### config.mk
export PLATFORM = sky130hd
export DESIGN_NAME = mem_port_arbiter
export DESIGN_NICKNAME = d
export VERILOG_FILES = /design/src/rtl/mem_arb_pkg.sv /design/src/rtl/mem_arb_timer.sv /design/src/rtl/mem_port_arbiter.sv
export SDC_FILE = /design/constraint.sdc
export NUM_CORES = 1
export LEC_CHECK = 0
export CORE_ASPECT_RATIO = 2
export CORE_MARGIN = 3
export CORE_UTILIZATION = 41
export DETAILED_ROUTE_END_ITERATION = 6
export HOLD_SLACK_MARGIN = 0.02
export PLACE_DENSITY = 0.88
export REMOVE_ABC_BUFFERS = 1
export SYNTH_ARGS = -nofsm -noshare
export SYNTH_HDL_FRONTEND = slang
export SYNTH_SLANG_ARGS = --single-unit
### constraint.sdc
create_clock -name clock -period 6.7 [get_ports clock]
set_clock_uncertainty 0.1 [all_clocks]
set_input_delay 2.01 -clock clock [delete_from_list [all_inputs] [get_ports clock]]
set_output_delay 2.01 -clock clock [all_outputs]
set_load 0.005 [all_outputs]
### src/rtl/mem_arb_pkg.sv
// Shared definitions for the instruction/data memory port arbiter:
// FSM state encoding, port identifiers and the default wait limit.
package mem_arb_pkg;

  typedef enum logic [1:0] {
    ST_IDLE   = 2'd0,
    ST_BUSY_I = 2'd1,
    ST_BUSY_D = 2'd2
  } arb_state_e;

  localparam logic PORT_I = 1'b0;
  localparam logic PORT_D = 1'b1;

  localparam int TIMEOUT_DEFAULT = 16;

endpackage

### src/rtl/mem_arb_timer.sv
// Per-transaction memory wait counter. expired is asserted on the
// enabled cycle that would bring the count up to TIMEOUT.
module mem_arb_timer
  import mem_arb_pkg::*;
#(
  parameter int TIMEOUT = TIMEOUT_DEFAULT
) (
  input  logic clock,
  input  logic reset,
  input  logic clr,
  input  logic en,
  output logic expired
);

  logic [7:0] cnt_q, cnt_d;

  always_comb begin
    cnt_d = cnt_q;
    if (clr) begin
      cnt_d = '0;
    end else if (en) begin
      cnt_d = cnt_q + 8'd1;
    end
  end

  always_ff @(posedge clock or posedge reset) begin
    if (reset) begin
      cnt_q <= '0;
    end else begin
      cnt_q <= cnt_d;
    end
  end

  // Firing one cycle early lets the FSM leave BUSY exactly after TIMEOUT waits.
  assign expired = en && !clr && (cnt_q == 8'(TIMEOUT - 1));

endmodule

### src/rtl/mem_port_arbiter.sv
// Arbitrates a fetch port and a load/store port onto one shared memory
// port. Round-robin on ties, registered memory outputs, per-access timeout.
//
// Handshake: a requester raises x_req and holds it until x_ack; x_ack is a
// one-cycle pulse, and in that cycle IDLE does not consider x_req again.
// The memory completes an access by raising mem_ready while a strobe is high.
module mem_port_arbiter
  import mem_arb_pkg::*;
#(
  parameter int ADDR_W  = 32,
  parameter int DATA_W  = 32,
  parameter int TIMEOUT = TIMEOUT_DEFAULT
) (
  input  logic              clock,
  input  logic              reset,
  input  logic              i_req,
  input  logic [ADDR_W-1:0] i_addr,
  output logic [DATA_W-1:0] i_rdata,
  output logic              i_ack,
  input  logic              d_req,
  input  logic              d_we,
  input  logic [ADDR_W-1:0] d_addr,
  input  logic [DATA_W-1:0] d_wdata,
  output logic [DATA_W-1:0] d_rdata,
  output logic              d_ack,
  output logic              err,
  output logic [ADDR_W-1:0] mem_addr,
  output logic [DATA_W-1:0] mem_wdata,
  output logic              mem_read,
  output logic              mem_write,
  input  logic [DATA_W-1:0] mem_rdata,
  input  logic              mem_ready,
  output logic [1:0]        dbg_state
);

  arb_state_e        state_q, state_d;
  logic              last_gnt_q, last_gnt_d;
  logic [ADDR_W-1:0] mem_addr_q, mem_addr_d;
  logic [DATA_W-1:0] mem_wdata_q, mem_wdata_d;
  logic              mem_read_q, mem_read_d;
  logic              mem_write_q, mem_write_d;
  logic [DATA_W-1:0] i_rdata_q, i_rdata_d;
  logic [DATA_W-1:0] d_rdata_q, d_rdata_d;
  logic              i_ack_q, i_ack_d;
  logic              d_ack_q, d_ack_d;
  logic              err_q, err_d;

  logic tmr_clr, tmr_en, tmr_expired;
  logic i_elig, d_elig, pick_d;

  mem_arb_timer #(.TIMEOUT(TIMEOUT)) u_timer (
    .clock   (clock),
    .reset   (reset),
    .clr     (tmr_clr),
    .en      (tmr_en),
    .expired (tmr_expired)
  );

  // A port whose ack is high this cycle is still holding req; skip it.
  assign i_elig = i_req && !i_ack_q;
  assign d_elig = d_req && !d_ack_q;
  assign pick_d = d_elig && (!i_elig || (last_gnt_q == PORT_I));

  always_comb begin
    state_d     = state_q;
    last_gnt_d  = last_gnt_q;
    mem_addr_d  = mem_addr_q;
    mem_wdata_d = mem_wdata_q;
    mem_read_d  = mem_read_q;
    mem_write_d = mem_write_q;
    i_rdata_d   = i_rdata_q;
    d_rdata_d   = d_rdata_q;
    i_ack_d     = 1'b0;
    d_ack_d     = 1'b0;
    err_d       = 1'b0;
    tmr_clr     = 1'b0;
    tmr_en      = 1'b0;

    case (state_q)
      ST_IDLE: begin
        if (i_elig || d_elig) begin
          tmr_clr = 1'b1;
          if (pick_d) begin
            state_d     = ST_BUSY_D;
            last_gnt_d  = PORT_D;
            mem_addr_d  = d_addr;
            mem_wdata_d = d_wdata;
            mem_read_d  = !d_we;
            mem_write_d = d_we;
          end else begin
            state_d     = ST_BUSY_I;
            last_gnt_d  = PORT_I;
            mem_addr_d  = i_addr;
            mem_wdata_d = '0;
            mem_read_d  = 1'b1;
            mem_write_d = 1'b0;
          end
        end
      end
      ST_BUSY_I, ST_BUSY_D: begin
        if (mem_ready) begin
          state_d     = ST_IDLE;
          mem_read_d  = 1'b0;
          mem_write_d = 1'b0;
          if (state_q == ST_BUSY_I) begin
            i_ack_d   = 1'b1;
            i_rdata_d = mem_rdata;
          end else begin
            d_ack_d = 1'b1;
            if (mem_read_q) begin
              d_rdata_d = mem_rdata;
            end
          end
        end else begin
          tmr_en = 1'b1;
          if (tmr_expired) begin
            state_d     = ST_IDLE;
            mem_read_d  = 1'b0;
            mem_write_d = 1'b0;
            err_d       = 1'b1;
            i_ack_d     = (state_q == ST_BUSY_I);
            d_ack_d     = (state_q == ST_BUSY_D);
          end
        end
      end
      default: begin
        state_d = ST_IDLE;
      end
    endcase
  end

  always_ff @(posedge clock or posedge reset) begin
    if (reset) begin
      state_q     <= ST_IDLE;
      last_gnt_q  <= PORT_I;
      mem_addr_q  <= '0;
      mem_wdata_q <= '0;
      mem_read_q  <= 1'b0;
      mem_write_q <= 1'b0;
      i_rdata_q   <= '0;
      d_rdata_q   <= '0;
      i_ack_q     <= 1'b0;
      d_ack_q     <= 1'b0;
      err_q       <= 1'b0;
    end else begin
      state_q     <= state_d;
      last_gnt_q  <= last_gnt_d;
      mem_addr_q  <= mem_addr_d;
      mem_wdata_q <= mem_wdata_d;
      mem_read_q  <= mem_read_d;
      mem_write_q <= mem_write_d;
      i_rdata_q   <= i_rdata_d;
      d_rdata_q   <= d_rdata_d;
      i_ack_q     <= i_ack_d;
      d_ack_q     <= d_ack_d;
      err_q       <= err_d;
    end
  end

  assign mem_addr  = mem_addr_q;
  assign mem_wdata = mem_wdata_q;
  assign mem_read  = mem_read_q;
  assign mem_write = mem_write_q;
  assign i_rdata   = i_rdata_q;
  assign d_rdata   = d_rdata_q;
  assign i_ack     = i_ack_q;
  assign d_ack     = d_ack_q;
  assign err       = err_q;
  assign dbg_state = state_q;

endmodule

# After elaboration in Yosys (flattened, before gate mapping)
# Index checks and enable logic that the tools add are counted.
[totals]
elab_cells = 74
out_inout_bits = 135
inputBits = 134
regBits = 144
[op_classes]
bitwise = 2
reduce_logical = 21
eq_ne = 5
n_mux = 33
n_addsub = 1
[ops]
columns = ["operator", "n"]
rows = [
  ["$mux 32", 2],
  ["$mux 1", 22],
  ["$mux 8", 2],
  ["$add 8x1->8 const B", 1],
  ["$eq 8x4->1 const B", 1],
  ["$mux 2", 4],
  ["$reduce_and 3->1", 2],
  ["$logic_and 1x1->1", 5],
  ["$logic_not 1->1", 5],
  ["$pmux 1 s2", 2],
  ["$pmux 2 s2", 1],
  ["$reduce_and 2->1", 2],
  ["$reduce_and 4->1", 1],
  ["$reduce_bool 2->1", 2],
  ["$ne 3x3->1 const B", 1],
  ["$eq 2x1->1 const B", 1],
  ["$eq 2x2->1 const B", 1],
  ["$logic_not 2->1", 1],
  ["$logic_or 1x1->1", 2],
  ["$ne 2x2->1 const B", 1],
  ["$not 1->1", 2],
  ["$reduce_or 2->1", 1],
]

# Logic depth before layout (Yosys ltp)
[logic_depth]
depth_word = 11
depth_mapped = 7
ltp_nobuf = 6

# Modules after synthesis
# Synthesis repeated with hierarchy kept, for this count alone.
[hier_totals]
cells_unflattened = 482
area_unflattened_um2 = 6518.8
[by_module_without_submodules]
columns = ["module", "area_per_inst_um2", "n_inst", "cells_each", "seq_area_each_um2"]
rows = [
  ["mem_port_arbiter", 6132.1, 1, 443, 3403.3],
  ["mem_arb_timer", 386.6, 1, 39, 200.2],
]

# Worst setup path after synthesis
# OpenSTA, ideal clock, no wires.
[synth_timing]
path_kind = "in2reg"
from = "input d_req"
to = "register state_q[1] (netlist: dbg_state[1])"
cell_stages = 6
path_slack_ns = 3.485
required_ns = 6.479
setup_ns = 0.121
arrival_ns = 2.995
n_path_buf = 2
cell_sequence = "nand2b_1 a21bo_2 buf_2 clkbuf_1 nor2_1 a22o_1"
[synth_between]
elab_chain_len = 9
elab_cells_between_ends = 14
cone_classes = "eq/ne (2); mux (5); reduce/logical (7)"
[synth_rtl]
columns = ["element", "line", "text"]
rows = [
  ["from (decl)", "mem_port_arbiter.sv:20", "input logic d_req,"],
  ["$logic_and 1x1->1 *", "mem_port_arbiter.sv:61", "assign d_elig = d_req && !d_ack_q;"],
  ["$logic_or 1x1->1", "mem_port_arbiter.sv:81", "if (i_elig || d_elig) begin"],
  ["$mux 1", "mem_port_arbiter.sv:81", ""],
  ["$mux 1", "mem_port_arbiter.sv:79", "case (state_q)"],
  ["$logic_not 1->1", "mem_arb_timer.sv:35", "assign expired = en && !clr && (cnt_q == 8'(TIMEOUT - 1));"],
  ["$logic_and 1x1->1 (2 in series)", "mem_arb_timer.sv:35", ""],
  ["$ne 3x3->1 (no line)", "-", ""],
  ["$reduce_and 2->1 (no line)", "-", ""],
  ["to (signal assigned)", "mem_port_arbiter.sv:146", "state_q <= state_d;"],
  ["to (decl)", "mem_port_arbiter.sv:36", "arb_state_e state_q, state_d;"],
]
# Mark *: on every way between the ends. The rest lies on a longest branch, timed or not. The select of a mux whose other input is x is not followed.
# A chain may end at the register's enable or synchronous reset.

# Worst setup path after layout
[layout_timing]
from = "input d_req"
to = "register mem_wdata_q[2] (netlist: mem_wdata[2])"
[layout_between]
elab_chain_len = 3
elab_cells_between_ends = 5
cone_classes = "mux (1); reduce/logical (4)"
[layout_rtl]
columns = ["element", "line", "text"]
rows = [
  ["$logic_and 1x1->1 *", "mem_port_arbiter.sv:61", ""],
  ["$logic_and 1x1->1 or $logic_or 1x1->1 (tied branches)", "mem_port_arbiter.sv:62, mem_port_arbiter.sv:81", ""],
  ["$mux 32 or $reduce_and 2->1 (tied branches)", "-", ""],
  ["to (signal assigned)", "mem_port_arbiter.sv:149", "mem_wdata_q <= mem_wdata_d;"],
  ["to (decl)", "mem_port_arbiter.sv:39", "logic [DATA_W-1:0] mem_wdata_q, mem_wdata_d;"],
]
# Mark *: on every way between the ends. The rest lies on a longest branch, timed or not.

==> flow_summary.yaml <==
placement:
  gp_congestion: 0.793
  pre_cts_slack_ns: 1.94
  post-place-cells: 858
  dpl_cell_area_mm2: 0.00862
  dp_hpwl_um: 12300
  port_buffers: 268
worst_setup_path:
  cpMaxStageDelayCell: "and2_1"
  cp_data_arrival_time_ns: 4.57
  end_kind: "flip-flop"
  max_stage_delay_ns: 0.97
  worstPathMaxFanout: 37
  ff2ff_path_depth: 5
  cp_cell_sequence: "clkdlybuf4s50_1, nand2b_1, a31oi_4, buf_4, and2_1, a22o_1"
  crit_required_ns: 6.93
  reg2reg_to: "mem_wdata[2]$_DFFE_PP0P_"
  critPathLaunchType: "primary input"
  rrSetupSlack_ns: 3.96
  reg2reg_from: "d_ack$_DFF_PP0_"
  worstSetupPathType: "in -> reg"
finish:
  final_area_mm2: 0.00928
  layout.cells.non_filler: 890
  n_antenna_cell: 0
  area_growth_pct: 60.6
  final_nets: 829
  drive_gt1_share_pct: 15.5
power_and_ir_drop:
  p_total_mw: 4.22
  vdd.ir_drop.worst_uv: 209
  leakage_nw: 4.03
  p_per_area_mw_per_mm2: 455
timing:
  finalMaxSlewViolations: 0
  grt_setup_unrepaired: "no"
  timing.fmax_mhz: 230
  finalCritPeriodShare_pct: 64.8
  timing_hold_violations_final: 0
  worst_slew_pin_slew_ns: 1.13
  period_minus_slack_ns: 4.34
  timing.setup.tns_ns: 0
  relSlewSlack_pct: 24.9
  layout_setup_ws_ns: 2.36
  setup_viol: 0
cts:
  cts_setup_buffers: 0
  cts_hold_buf: 0
  numCtsBuffers: 17
  path_clk_slew_ns: 0.06
  worst_skew_pair.late_latency_ns: 0.40
  cts_tree: "yes"
  htree_levels: 4
  ctsResizeCount: 0
  root_buffer: "clkbuf_16"
  clock-sinks: 144
  clockBufferDepth: 2
worst_hold_path:
  min_delay_worst_endpoint: "mem_addr[20]$_DFFE_PP0P_"
  whs_path_depth: 2
  min_from: "mem_addr[20]$_DFFE_PP0P_"
  hold_class: "reg -> reg"
logic_synthesis:
  synth_top_area_cell: "dfrtp_1"
  synth_cell_types: 35
  synth_enable_flop_cells: 0
  syn_area_mm2: 0.00578
  async_reset_ff_share_pct: 100
  synth_area_per_cell_um2: 13.6
  syn_inst: 425
  yosysWarnings: 0
  synth_ff_type: "dfrtp_1"
  ys_ff_latch: 144
  synth_common_cells: "144 x dfrtp_1, 64 x mux2_2, 41 x nand2_1"
  yosysTopAreaCellShare_pct: 62.4
  ys_seq_area_share_pct: 62.4
  synth_area_leaders: "dfrtp_1 62%, mux2_2 12%, mux2i_1 5.7%"
  synth.most_common_cell: "dfrtp_1"
die:
  rows: 60
  die_y_um: 174
  start_util_pct: 42.5
  io_pins: 269
  die_w_um: 89.9
  design.core.area_mm2: 0.0136
  fp.dieArea_mm2: 0.0156
grt:
  antenna_found_initial: 0
  grt_max_degree: 93
  grt_pass1_wl_um: 25600
  grt_pass1_vias: 4858
  grt_use_total_pct: 20.8
  grt_overflow: 0
drt:
  wl_um: 16000
  final_antenna_net_count: 0
  via_per_inst: 4.99
  route.detailed.drc: 0
  drtPass1Iterations: 5
  vias: 4437
  drt-initial-drc-count: 134
  route.detailed.wl_per_inst_um: 18.0
status:
  status: "finished, final reports clean"
flow_run:
  cap_violations: 0
cell families after synthesis:
logic type | Yosys count | synth area share, %
flip-flops | 144 | 62.4
buffers and inverters | 30 | 2.51
AND/OR/NAND/NOR | 65 | 5.22
XOR/XNOR | 7 | 1.06
AO/OA/AOI/OAI | 78 | 9.77
multiplexers | 97 | 18.2
adder cells (fa/ha/maj) | 4 | 0.866
flip-flops by register name (all words and copies together) (netlist names):
signal and count:
mem_wdata 32, i_ack 1, last_gnt_q 1, mem_read 1, err 1, i_rdata 32
d_rdata 32, u_timer.cnt_q 8, d_ack 1, mem_write 1, dbg_state 2, mem_addr 32
layer usage:
layer | up-vias | track usage (%) | part of all wire, %
met1 | 2146 | 21.7 | 35
met2 | 216 | 38.6 | 56
met3 | 31 | 5.52 | 6.3
met4 | 0 | 9.72 | 3.2
met5 | - | 0 | 0
li1 | 2044 | - | -
worst max-delay path by stage:
stage,end,startpoint
2_1_floorplan,d_ack$_DFF_PP0_,reset
3_5_place_dp,mem_wdata[2]$_DFFE_PP0P_,d_req
4_1_cts,mem_wdata[2]$_DFFE_PP0P_,d_req
5_1_grt,mem_wdata[27]$_DFFE_PP0P_,d_req
3_3_place_gp,mem_wdata[1]$_DFFE_PP0P_,d_req
6_report,mem_wdata[2]$_DFFE_PP0P_,d_req
report_power, final:
group	leakage [nW]	internal (mW)	switching [mW]	total, mW
Sequential	1.79	1.26	0.221	1.48
Combinational	1.91	1.06	0.649	1.71
Clock	0.325	0.664	0.370	1.03
Total	4.03	2.98	1.24	4.22
layout make-up:
class / count / area, um2
clock buffers: 20 / 467
clock inverters: 12 / 193
fillers: 948 / 4310
inverters: 4 / 20.0
multi-input cells: 251 / 2040
flip-flops and latches: 144 / 3600
well taps: 186 / 233
repair buffers: 273 / 2720
placed cells by master, fill, tap and decap left out, types with 2 or more instances in the layout:
cell             Yosys  routed
a21o_1               3       3
a22o_1              33      33
and4b_1              2       2
buf_4                7       5
bufinv_16            0       4
clkbuf_16            0      17
clkbuf_8             0       3
clkdlybuf4s50_1      0     268
clkinv_4             0       2
dfrtp_1            144     144
ha_1                 4       4
inv_1                4       3
inv_6                0       6
mux2_2              64      64
mux2i_1             33      33
nand2_1             41      41
nand2b_1             2       2
nand4_1              2       2
nor2_1              10      10
nor2b_1              2       2
o21ai_0             22      22
o21ai_1             10      10
o2bb2ai_1            2       2
xor2_1               6       6
stage by stage:
| step | hold slack, ns | util [%] |
|---|---|---|
| 4_1_cts | 0.387 | 68.3 |
| 6_report | 0.380 | 68.3 |
| 2_1_floorplan | 0.350 | - |
| 5_1_grt | 0.414 | 68.3 |
| 3_3_place_gp | 0.362 | 63.4 |
| 3_5_place_dp | 0.373 | 63.4 |
critical path, delay by kind of cell:
family          cells  cell delay [ns]
buf+inv             2             0.98
compound gates      2             0.46
simple gates        2             1.11
Power figures use the tool's default switching activity.
==> patch 1: new RTL, same settings <==
The parameter `DATA_W` goes from 32 to 48.
--- a/src/rtl/mem_port_arbiter.sv
+++ b/src/rtl/mem_port_arbiter.sv
@@ -9,5 +9,5 @@
 #(
   parameter int ADDR_W  = 32,
-  parameter int DATA_W  = 32,
+  parameter int DATA_W  = 48,
   parameter int TIMEOUT = TIMEOUT_DEFAULT
 ) (
Interface: changed (5 resized); port bits go from 269 to 349. No check against the original RTL was run, so the function may have changed too.
==> patch 1 against the unedited design <==
Sequential cell count increased by 48; power increased by 30%; synthesized cell count increased by 34%; area after synthesis increased by 32%; count of clock-buffer cells in the layout decreased by 2; sequential power increased by 34%; core utilization decreased by 3.8 points; combinational power increased by 48%; wire length increased by 46%; worst setup slack improved by 0.40 ns; design area increased by 27%; critical path type unchanged.
==> patch 1: results (changes against the unedited design) <==
- First-pass GRT wire length: 35500 um (+39%)
- Top cells by area, synth: dfrtp_1 63%, mux2_2 11%, a22o_1 5.5%
- DR top layer: met4
- Crit-path max FO: 27 (-27%)
- FILL cells: 1355 (+43%)
- Post-synth EDFFs: 0 (unchanged)
- WL/cell: 20.6 um (+14%)
- Share of post-route cells with drive strength above 1: 15.9% (+0.42 points)
- Post-Route WL: 23400 um (+46%)
- Hold Startpoint: mem_wdata[14]
- Met2 WL post-DR: 12100 um (+36%)
- Status: finished clean
- Post-DRT Antenna Nets: 0 (unchanged)
- Starting DRT DRC Count: 199 (+49%)
- P_leak: 5.13 nW (+27%)
- CP top delay family: buffers and inverters
- Gpl congestion: 0.827 (+4.3%)
- Synth cell types: 42 (+20%)
- Cell Area, Placed: 0.0112 mm2 (+30%)
- Via-per-instance ratio: 5.18 (+3.9%)
- Final Hold Vio Count: 0 (unchanged)
- Slowest-stage cell, CP: nand2_2
- Skew-Pair Late Insertion Delay: 0.43 ns (+0.03 ns)
- Post-Route M1 WL: 8340 um (+50%)
- Crit-path max cell delay: 0.61 ns (-0.36 ns)
- FF-to-FF Start: dbg_state[1]
- Post-CTS Setup Bufs: 0 (unchanged)
- Post-CTS resize count: 0 (unchanged)
- Port buffer count: 348 (+30%)
- Global Route Usage Sum: 23.2% (+2.3 points)
- Worst Setup SP: mem_ready
- Hold Crit Class: reg -> reg
- Initial antenna violation count: 3 (+3)
- Post-synth top cells: 192 x dfrtp_1, 76 x mux2_2, 68 x a21oi_1
- Pin count of the biggest net entering global routing: 116 (+25%)
- Worst slew margin: 20.9% (-4.1 points)
- Seq/Total Area, Yosys: 63.0% (+0.60 points)
- Critical path arrival: 4.15 ns (-0.42 ns)
- Router iterations before antenna repair: 4 (-1)
- Ys Warns: 0 (unchanged)
- Met3 WL: 1740 um (+71%)
- Vias in the first global route: 6370 (+31%)
- CTS Buffer Depth: 2 (unchanged)
- Post-detail-place hpwl: 16900 um (+37%)
- CTS clk-pin slew, worst paths: 0.08 ns (+0.02 ns)
- Synth async-reset ratio: 100% (unchanged)
- Avg Cell Area, Syn: 13.4 um2 (-1.4%)
- P_int: 3.72 mW (+25%)
- VDD IR max: 0.294 mV (+41%)
## patch 1: cell type report
cell class              instances  share of cell area [%]
flip-flops and latches        192                    40.7
repair buffers                355                    29.9
multi-input cells             336                    22.0
clock buffers                  18                    3.63
well taps                     216                    2.29
clock inverters                14                    1.23
inverters                       3                   0.159
diodes                          3                  0.0636
## patch 1: power groups by stage
stage	Clock (mW)	Sequential (mW)	Combinational (mW)
after floorplan	0	2.00	1.03
after global placement	0	1.97	2.49
after detailed placement	0	1.99	2.54
after CTS	1.02	1.98	2.56
after global routing	1.07	2.05	2.72
final	0.996	1.98	2.53
## patch 1: path summary, 6_finish.rpt
| path | to | slack, ns | cells after the start |
|---|---|---|---|
| worst min register to register | mem_wdata[14] | 0.40 | 1 |
| max in group asynchronous | d_rdata[4] | 3.43 | 3 |
| min in group asynchronous | i_rdata[1] | 2.01 | 2 |
| worst max register to register | d_rdata[12] | 3.95 | 7 |
| worst min-delay path | mem_wdata[14] | 0.40 | 1 |
| worst max-delay path | d_rdata[12] | 2.76 | 6 |
## patch 1: cells by family (layout without fill, tap and decap cells)
kind of cell	after synthesis	count (layout)	synth area share, %
flops	192	192	63.0
compound gates	131	131	11.5
simple gates	100	100	5.99
mux	96	96	15.2
buf+inv	41	390	3.10
xor+xnor	5	5	0.574
fa+ha+maj	4	4	0.656
other cells	0	3	0
## patch 1: through the flow
step / setup slack (ns) / util [%]
2_1_floorplan: -0.637 / -
3_3_place_gp: 2.31 / 61.4
3_5_place_dp: 2.30 / 61.4
4_1_cts: 2.78 / 64.5
5_1_grt: 2.65 / 64.5
6_report: 2.76 / 64.5
## patch 1: layer usage
| metal | global-route usage [%] | vias to the layer above |
|---|---|---|
| li1 | - | 2676 |
| met1 | 25.8 | 2906 |
| met5 | 0 | - |
| met4 | 12.8 | 0 |
| met3 | 7.97 | 65 |
| met2 | 38.0 | 241 |
==> patch 2: new RTL, same settings <==
Without the edit above. Make the reset (`reset`) synchronous in 2 clocked blocks.
--- a/src/rtl/mem_arb_timer.sv
+++ b/src/rtl/mem_arb_timer.sv
@@ -24,5 +24,5 @@
   end
 
-  always_ff @(posedge clock or posedge reset) begin
+  always_ff @(posedge clock) begin
     if (reset) begin
       cnt_q <= '0;
--- a/src/rtl/mem_port_arbiter.sv
+++ b/src/rtl/mem_port_arbiter.sv
@@ -130,5 +130,5 @@
   end
 
-  always_ff @(posedge clock or posedge reset) begin
+  always_ff @(posedge clock) begin
     if (reset) begin
       state_q     <= ST_IDLE;
Function: differs if reset is asserted again (counterexample within 4 cycles, from zero or initial values and one cycle with reset high); with reset held inactive, the same outputs for 4 cycles.
==> patch 2 against the unedited design <==
Sequential cell count did not move; first-iteration DRC count is 37% higher; via count up 16%; count of clock-buffer cells in the layout fell by 1; worst setup slack better by 0.78 ns; area after synthesis shrank 5.6%; wire length grew 2.3%; design area fell by 5.6%; non-clock buffer count increased by 3; largest cell class unchanged; global-route usage increased by 1.2 points.
Power is not compared: it rests on default switching activity, and its combinational part moved more than twofold at a synthesized area within 25%.
==> patch 2: results (changes against the unedited design) <==
- Crit-path max cell delay: 0.65 ns (-0.32 ns)
- CP top delay family: buffers and inverters
- Met1 Use GR: 25.2% (+3.5 points)
- Via-per-instance ratio: 5.13 (+2.9%)
- Share of post-route cells with drive strength above 1: 5.65% (-9.8 points)
- Top cells by area, synth: dfxtp_1 53%, nand2_1 9.3%, mux2i_1 6.2%
- Sw Ratio: 28.0%
- R2R Setup Slk: 4.60 ns (+0.64 ns)
- Global Route Usage Sum: 22.1% (+1.2 points)
- Nets: 975 (+18%)
- VDD IR max: 0.237 mV
- Post-CTS Setup Bufs: 0 (unchanged)
- Synth async-reset ratio: 0% (-100 points)
- Placed cell count: 970 (+13%)
- M3 GR Usage: 5.65% (+0.13 points)
- Inserted Clock Buffers: 17 (unchanged)
- Synth cell types: 45 (+29%)
- Crit-path max FO: 32 (-14%)
- FF-to-FF Start: dbg_state[0]
- Slowest-stage cell, CP: clkdlybuf4s50_1
- Post-Route WL: 16400 um (+2.3%)
- First-pass GRT wire length: 25600 um (+0.19%)
- Post-Route M1 WL: 6210 um (+12%)
- Reg-to-reg endpoint: mem_addr[29]
- Post-detail-place hpwl: 11700 um (-5.0%)
- Post-synth top cells: 144 x dfxtp_1, 135 x nand2_1, 66 x a21oi_1
- CP endpoint: d_rdata[30]
- Met3 WL: 1010 um (-0.69%)
- Main synth FF type: dfxtp_1
- Actual slew at the worst max-slew pin: 1.10 ns (-0.0220 ns)
- P_leak: 3.28 nW
- Ant. Diodes: 0 (unchanged)
- Seq/Total Area, Yosys: 52.9% (-9.5 points)
- DR top layer: met4
- Critical path arrival: 3.78 ns (-0.79 ns)
- Pin count of the biggest net entering global routing: 108 (+16%)
- Worst-case reg-to-reg path depth: 7 (+2)
- CTS Buffer Depth: 2 (unchanged)
- Router iterations before antenna repair: 6 (+1)
- Status: finished clean
- Gpl congestion: 0.825 (+4.0%)
- Skew-Pair Late Insertion Delay: 0.41 ns
- H-tree lvl count: 4 (unchanged)
- Hold Crit Class: reg -> reg
- M2 GR Usage: 37.4% (-1.2 points)
- Met2 WL post-DR: 8630 um (-3.6%)
- Cells after Synth: 588 (+38%)
- Worst Setup SP: mem_ready
- WL/cell: 16.4 um (-9.2%)
- Starting DRT DRC Count: 183 (+37%)
- Vias in the first global route: 5000 (+2.9%)
- CTS root buffer: clkbuf_16
patch 2: cell count changes after synthesis, sizes merged, moves of 33 or more:
cell and change:
mux2 -64, nor2 +33, dfxtp +144, dfrtp -144, nand2 +94, a21oi +67
patch 2: cell type report:
cell class                      count  area, um2
Tap cell                          152        190
Sequential cell                   144       2880
Clock inverter                     13        174
Clock buffer                       19        443
Timing Repair Buffer              276       2740
Inverter                            5       18.8
Fill cell                         977       4240
Multi-Input combinational cell    393       2310
patch 2: power groups by stage:
stage	registers, mW	clock network, mW	logic (mW)
final	1.03	0.981	0.707
after global routing	1.05	1.03	0.769
after CTS	1.03	1.00	0.712
after detailed placement	1.05	0	0.706
after global placement	1.05	0	0.695
after floorplan	1.06	0	0.286
patch 2: per-stage QoR:
step	hold WS, ns	worst slack [ns]	cell area [um2]	util [%]	total power, mW
finish	0.351	3.14	8750	67.4	2.72
detailed placement	0.346	2.72	8140	62.6	1.76
global placement	0.336	2.82	8140	62.6	1.74
CTS	0.354	3.17	8750	67.4	2.75
global route	0.371	3.05	8750	67.4	2.85
floorplan	0.327	1.72	5200	-	1.34
patch 2: worst min path at each step:
stage	startpoint	endpoint	slack (ns)	depth (start not counted)
after floorplan	last_gnt_q	last_gnt_q	0.33	1
after global placement	last_gnt_q	last_gnt_q	0.34	1
after detailed placement	d_rdata[5]	d_rdata[5]	0.35	2
after CTS	d_rdata[5]	d_rdata[5]	0.35	2
after global routing	d_rdata[27]	d_rdata[27]	0.37	2
final	d_rdata[28]	d_rdata[28]	0.35	2
patch 2: logic make-up after synthesis:
family                     share of synthesized area [%]
adders and majority gates                          0.918
DFF                                                 52.9
AOI/OAI and AO/OA                                   17.6
buffers and inverters                               5.00
muxes                                               6.24
and+or+nand+nor                                     16.3
xor gates and xnor gates                            1.12
